`src/rtl/mfe_lcd1602_pkg.sv`:
```
// Shared state encoding and display constants for the LCD1602 text sequencer.
package mfe_lcd1602_pkg;

  typedef enum logic [2:0] {
    ST_IDLE,
    ST_CMD_L1,
    ST_LINE1,
    ST_CMD_L2,
    ST_LINE2,
    ST_DONE
  } state_e;

  localparam logic [7:0]  LINE1_ADDR = 8'h80;
  localparam logic [7:0]  LINE2_ADDR = 8'hC0;
  localparam int unsigned LINE_LEN   = 16;
  localparam int unsigned BUF_LEN    = 32;

  // States in which a byte is offered to the controller wrapper.
  function automatic logic is_xfer_state(input state_e s);
    return (s == ST_CMD_L1) || (s == ST_LINE1) || (s == ST_CMD_L2) || (s == ST_LINE2);
  endfunction

endpackage

```
`src/rtl/mfe_lcd1602_char_buf.sv`:
```
// 32 x 8 character buffer: synchronous write, asynchronous read, reset to blanks.
module mfe_lcd1602_char_buf
  import mfe_lcd1602_pkg::*;
#(
  parameter logic [7:0] BLANK_CHAR = 8'h20
) (
  input  logic       clk,
  input  logic       rst,
  input  logic       wr_en,
  input  logic [4:0] wr_addr,
  input  logic [7:0] wr_data,
  input  logic [4:0] rd_addr,
  output logic [7:0] rd_data
);

  logic [7:0] mem_q [BUF_LEN];
  logic [7:0] mem_d [BUF_LEN];

  // Next buffer contents: current contents with the strobed cell replaced.
  always_comb begin
    mem_d = mem_q;
    if (wr_en) begin
      mem_d[wr_addr] = wr_data;
    end
  end

  // Buffer storage, cleared to the blank character on reset.
  always_ff @(posedge clk) begin
    if (rst) begin
      mem_q <= '{default: BLANK_CHAR};
    end else begin
      mem_q <= mem_d;
    end
  end

  assign rd_data = mem_q[rd_addr];

endmodule

```
`src/rtl/mfe_lcd1602_text_sequencer.sv`:
```
// Streams the character buffer to an LCD1602 controller wrapper as
// line-address command followed by 16 characters, for both lines.
module mfe_lcd1602_text_sequencer
  import mfe_lcd1602_pkg::*;
#(
  parameter logic [7:0] BLANK_CHAR   = 8'h20,
  parameter bit         AUTO_REFRESH = 1'b1
) (
  input  logic       clk,
  input  logic       rst,
  input  logic       wr_en,
  input  logic [4:0] wr_addr,
  input  logic [7:0] wr_data,
  input  logic       refresh,
  input  logic       ready,
  output logic [7:0] dat,
  output logic       cmd,
  output logic       vld,
  output logic       busy,
  output logic       done
);

  localparam logic [4:0] LAST_L1  = 5'(LINE_LEN - 1);
  localparam logic [4:0] FIRST_L2 = 5'(LINE_LEN);
  localparam logic [4:0] LAST_L2  = 5'(BUF_LEN - 1);

  state_e     state_q, state_d;
  logic [4:0] idx_q, idx_d;
  logic       dirty_q, dirty_d;
  logic [7:0] buf_rd_data;

  mfe_lcd1602_char_buf #(
    .BLANK_CHAR(BLANK_CHAR)
  ) u_char_buf (
    .clk    (clk),
    .rst    (rst),
    .wr_en  (wr_en),
    .wr_addr(wr_addr),
    .wr_data(wr_data),
    .rd_addr(idx_q),
    .rd_data(buf_rd_data)
  );

  // Next-state, index, dirty flag and controller-side outputs.
  always_comb begin
    state_d = state_q;
    idx_d   = idx_q;
    dat     = '0;
    cmd     = 1'b0;
    done    = 1'b0;
    vld     = ready && is_xfer_state(state_q);
    busy    = (state_q != ST_IDLE);

    unique case (state_q)
      ST_IDLE: begin
        if (refresh || (dirty_q && AUTO_REFRESH)) begin
          state_d = ST_CMD_L1;
        end
      end
      ST_CMD_L1: begin
        dat = LINE1_ADDR;
        cmd = 1'b1;
        if (ready) begin
          state_d = ST_LINE1;
          idx_d   = '0;
        end
      end
      ST_LINE1: begin
        dat = buf_rd_data;
        if (ready) begin
          idx_d = idx_q + 5'd1;
          if (idx_q == LAST_L1) begin
            state_d = ST_CMD_L2;
          end
        end
      end
      ST_CMD_L2: begin
        dat = LINE2_ADDR;
        cmd = 1'b1;
        if (ready) begin
          state_d = ST_LINE2;
          idx_d   = FIRST_L2;
        end
      end
      ST_LINE2: begin
        dat = buf_rd_data;
        if (ready) begin
          if (idx_q == LAST_L2) begin
            state_d = ST_DONE;
          end else begin
            idx_d = idx_q + 5'd1;
          end
        end
      end
      ST_DONE: begin
        done    = 1'b1;
        state_d = ST_IDLE;
      end
      default: begin
        state_d = ST_IDLE;
      end
    endcase

    // Clear on refresh start, but a write or request in the same cycle keeps it set.
    dirty_d = ((state_q == ST_IDLE) && (state_d == ST_CMD_L1)) ? 1'b0 : dirty_q;
    dirty_d = dirty_d | wr_en | refresh;
  end

  // State, index and dirty registers.
  always_ff @(posedge clk) begin
    if (rst) begin
      state_q <= ST_IDLE;
      idx_q   <= '0;
      dirty_q <= 1'b1;
    end else begin
      state_q <= state_d;
      idx_q   <= idx_d;
      dirty_q <= dirty_d;
    end
  end

endmodule

```
`config.mk`:
```
export PLATFORM = sky130hd
export DESIGN_NAME = mfe_lcd1602_text_sequencer
export DESIGN_NICKNAME = d
export VERILOG_FILES = /design/src/rtl/mfe_lcd1602_pkg.sv /design/src/rtl/mfe_lcd1602_char_buf.sv /design/src/rtl/mfe_lcd1602_text_sequencer.sv
export SDC_FILE = /design/constraint.sdc
export NUM_CORES = 1
export LEC_CHECK = 0
export CAP_MARGIN = 20
export CORE_MARGIN = 2
export CORE_UTILIZATION = 61
export CTS_BUF_LIST = sky130_fd_sc_hd__clkbuf_8
export DETAILED_ROUTE_END_ITERATION = 12
export PLACE_DENSITY = 0.83
export SLEW_MARGIN = 10
export SYNTH_ARGS = -nofsm -noshare
export SYNTH_HDL_FRONTEND = slang
export SYNTH_SLANG_ARGS = --single-unit
```
`constraint.sdc`:
```
create_clock -name clk -period 3 [get_ports clk]
set_input_delay 0.45 -clock clk [delete_from_list [all_inputs] [get_ports clk]]
set_output_delay 0.45 -clock clk [all_outputs]
set_load 0.05 [all_outputs]
```
==> results of run 1 <==
-- layer usage --
layer	part of all wire, %	GRT usage, %	vias up
li1	-	-	5147
met1	37	44.47	5484
met2	47	53.84	836
met3	12	6.771	170
met4	5.0	18.82	0
met5	0	0	-
-- area by class of cell --
| type | count | area, um^2 |
|---|---|---|
| well taps | 265 | 331.6 |
| clock inverters | 20 | 105.1 |
| repair buffers | 115 | 1209 |
| clock buffers | 55 | 757.0 |
| flip-flops and latches | 265 | 5316 |
| fillers | 1431 | 5428 |
| multi-input cells | 1026 | 6365 |
| inverters | 4 | 15.01 |
-- worst max-delay path: stages (launching register included) --
cell and delay (ps):
dfxtp_4 540, buf_12 230, mux4_2 220, mux2i_2 80, or2_2 300, a221oi_1 330, buf_4 200, buf_12 130
-- cells by family after synthesis --
family | count (synthesis)
mux | 98
compound gates | 404
fa+ha+maj | 3
simple gates | 519
buf+inv | 144
flops | 265
xor+xnor | 2
-- synth_stat cells, types with 2 or more instances --
cell / count
nand2_1: 281
dfxtp_1: 265
a21oi_1: 238
nand3_1: 134
o21ai_0: 131
clkbuf_1: 114
mux4_2: 42
mux2i_1: 41
nand3b_1: 40
nor2_1: 29
buf_2: 11
buf_4: 10
mux4_1: 8
mux2_2: 7
buf_6: 5
o221ai_1: 5
or2_2: 5
inv_1: 4
nor2b_1: 4
nor3b_2: 4
a221o_1: 3
a221oi_1: 3
and3_1: 3
ha_1: 3
nor3_1: 3
nor3b_1: 3
or3_1: 3
a2111oi_0: 2
a211o_1: 2
a31o_2: 2
and3b_1: 2
o2111ai_1: 2
o22ai_1: 2
or4_1: 2
-- worst paths after layout --
| path | startpoint | end | slack [ps] | cells after the start |
|---|---|---|---|---|
| hold / removal | rst | u_char_buf.mem_q[242] | 320 | 2 |
| setup / recovery | idx_q[2] | dat[1] | -40 | 7 |
| hold reg to reg | u_char_buf.mem_q[121] | u_char_buf.mem_q[121] | 450 | 2 |
| setup reg to reg | idx_q[0] | idx_q[3] | 350 | 8 |
-- metrics by stage --
stage          cells  util (%)
3_5_place_dp    1663     66.44
3_3_place_gp    1663     66.44
4_1_cts         1746     71.59
5_1_grt         1750     72.20
2_1_floorplan   1435         -
6_report        1750     72.20
-- registers in the layout (all words and copies together) (netlist names) --
name and cells:
dirty_q 1, idx_q 5, u_char_buf.mem_q 256, state_q 3
-- repair_timing --
action / in CTS / in global routing
setup endpoints to repair: 8 / 9
gates resized for setup: 8 / 26
buffers inserted: 7 / 4
pin swaps: 0 / 1
cloned: 1 / 0
-- power breakdown --
group	switching, mW	leakage [nW]	internal [mW]
clock	1.41	0.507	1.72
combinational	0.446	1.96	0.220
sequential	0.0286	2.14	3.55
total	1.89	4.61	5.49
-- placed cells by master (no fill, tap or decap), types with 6 or more instances in the layout --
master,count
a21oi_1,237
buf_12,19
buf_4,68
buf_6,6
clkbuf_8,55
clkdlybuf4s50_1,19
dfxtp_1,262
inv_1,20
mux2_2,6
mux2i_1,33
mux2i_2,6
mux4_2,46
nand2_1,281
nand3_1,133
nand3b_1,40
nor2_1,29
o21ai_0,131
==> impl_results.md, run 1 <==
- Outcome: finished with violations
- Failing checks: negative setup slack
- Die area: about 0.021 mm^2
- Io pins: 30
- GR Util All Layers: 34.16%
- Port bufs: 29
- Fin Clk Skew: 9.437 ps
- Layout cells sized above 1: 16.03%
- Top cell type by total area after synthesis: dfxtp_1
- Post-Place Worst Slack: between 200 and 250 ps
- #FFs+latches synth: 265
- H-tree level count: 2
- Post-layout net count: 1476
- Max_cap viols: 0
- Initial antenna violation count: 0
- Dominant cells by area after synthesis: dfxtp_1, a21oi_1, nand2_1
- Setup CP Type: flop to primary output
- Period Utilization, post-route: 101.2%
- Hold Vio Cnt, Final: 0
- Synth Area in Compound Gates: 17.72%
- Diode count: 0
- Critical path arrival: between 2000 and 3000 ps
- DRC: 0
- Largest net degree at the start of global routing: 70
- Post-DP HPWL: 22720 um
- Post-DR vias/cell: about 6.6
- Clk_lat worst skew: ~540 ps
- Final min period: between 3000 and 4000 ps
- Initial core utilization: 62.47%
- CTS tree: yes
- Slew Viols, Final: 0
- Layout area overhead: 15.58%
- Pre-antenna DRT Iters: 9
- DP Area: 0.01297 mm^2
- Multiplexer area fraction after synthesis: 13.49%
- Synth Flop Type: dfxtp_1
- Peak supply drop: roughly 0.33 mV
- Chip width: 145.4 um
- Slew @ Worst Pin: about 680 ps
- Slew margin rel.: between 50% and 60%
- Post-synthesis xor/xnor area fraction: less than 1%
- Number of synthesized flops with an enable pin: 0
- Cell count after synthesis: about 1400
- Top-area cell type share of the netlist area: 43.49%
- Hold_buf cts: 0
- Cell leakage power: 4.609 nW
- Hold_ws: 318.1 ps
- Worst EP required: around 2600 ps
- Mapped Nets: 1456
- Simple-gate area share of the yosys netlist: 19.68%
- Max Fclk: 0.3293 GHz
- CP Capture Type: primary output
- Core area: 0.01953 mm^2
- PD cells: 523.4 mW/mm^2
- Slack of the critical path: -36.36 ps
- Cell area after synthesis: 0.01220 mm^2
- Min-delay worst type: primary input to flop
- Clock Pin Slew Worst Setup and Hold Paths: 60 ps
- FFs w/ async S/R, synth: 0%
- Final setup fails: 4
- Routed Antenna Nets: 0
- First-pass GRT wire length: 58430 um
- Mean routed wirelength per cell: between 20 and 25 um
- Routed via count: 11640
- Root buf cell: clkbuf_8
- Clock Tree Buf Depth: 3
- Power, Total: 7.379 mW
- Main combinational cell family by area after synthesis: simple AND/OR/NAND/NOR gates
- Crit path max fanout: 24
- Gr ovfl total: 0
- Cts bufs inserted: 43
- CTS sink count: 265
- DRT Wirelength: 37360 um
- Synth cell types: between 50 and 60
- Number of global-route vias before repair: approximately 11000
- Setup TNS: -79.22 ps
- GP Congestion: 0.9582
- Post-synthesis adder-cell area fraction: less than 1%
- First-iteration detailed-routing DRC count: 1748
- RSZ-0062 raised after global routing: true
- Die height: 145.4 um
- Critical Path Start Type: flop
- Synthesized area per cell: approximately 8.5 um^2
- Ys Warns: 0
- Row count: 51
- Seq/Total Area, Yosys: between 40% and 50%
- Post-route cell area: 0.01410 mm^2
(Power assumes the default switching activity.)
==> run 2: changes to the inputs <==
--- a/config.mk
+++ b/config.mk
@@ -11,7 +11,6 @@
 export CTS_BUF_LIST = sky130_fd_sc_hd__clkbuf_8
 export DETAILED_ROUTE_END_ITERATION = 12
 export PLACE_DENSITY = 0.83
-export SLEW_MARGIN = 10
 export SYNTH_ARGS = -nofsm -noshare
 export SYNTH_HDL_FRONTEND = slang
 export SYNTH_SLANG_ARGS = --single-unit
==> results of run 2 <==
Same layout as run 1: the final DEF is identical, and so are final timing and power.
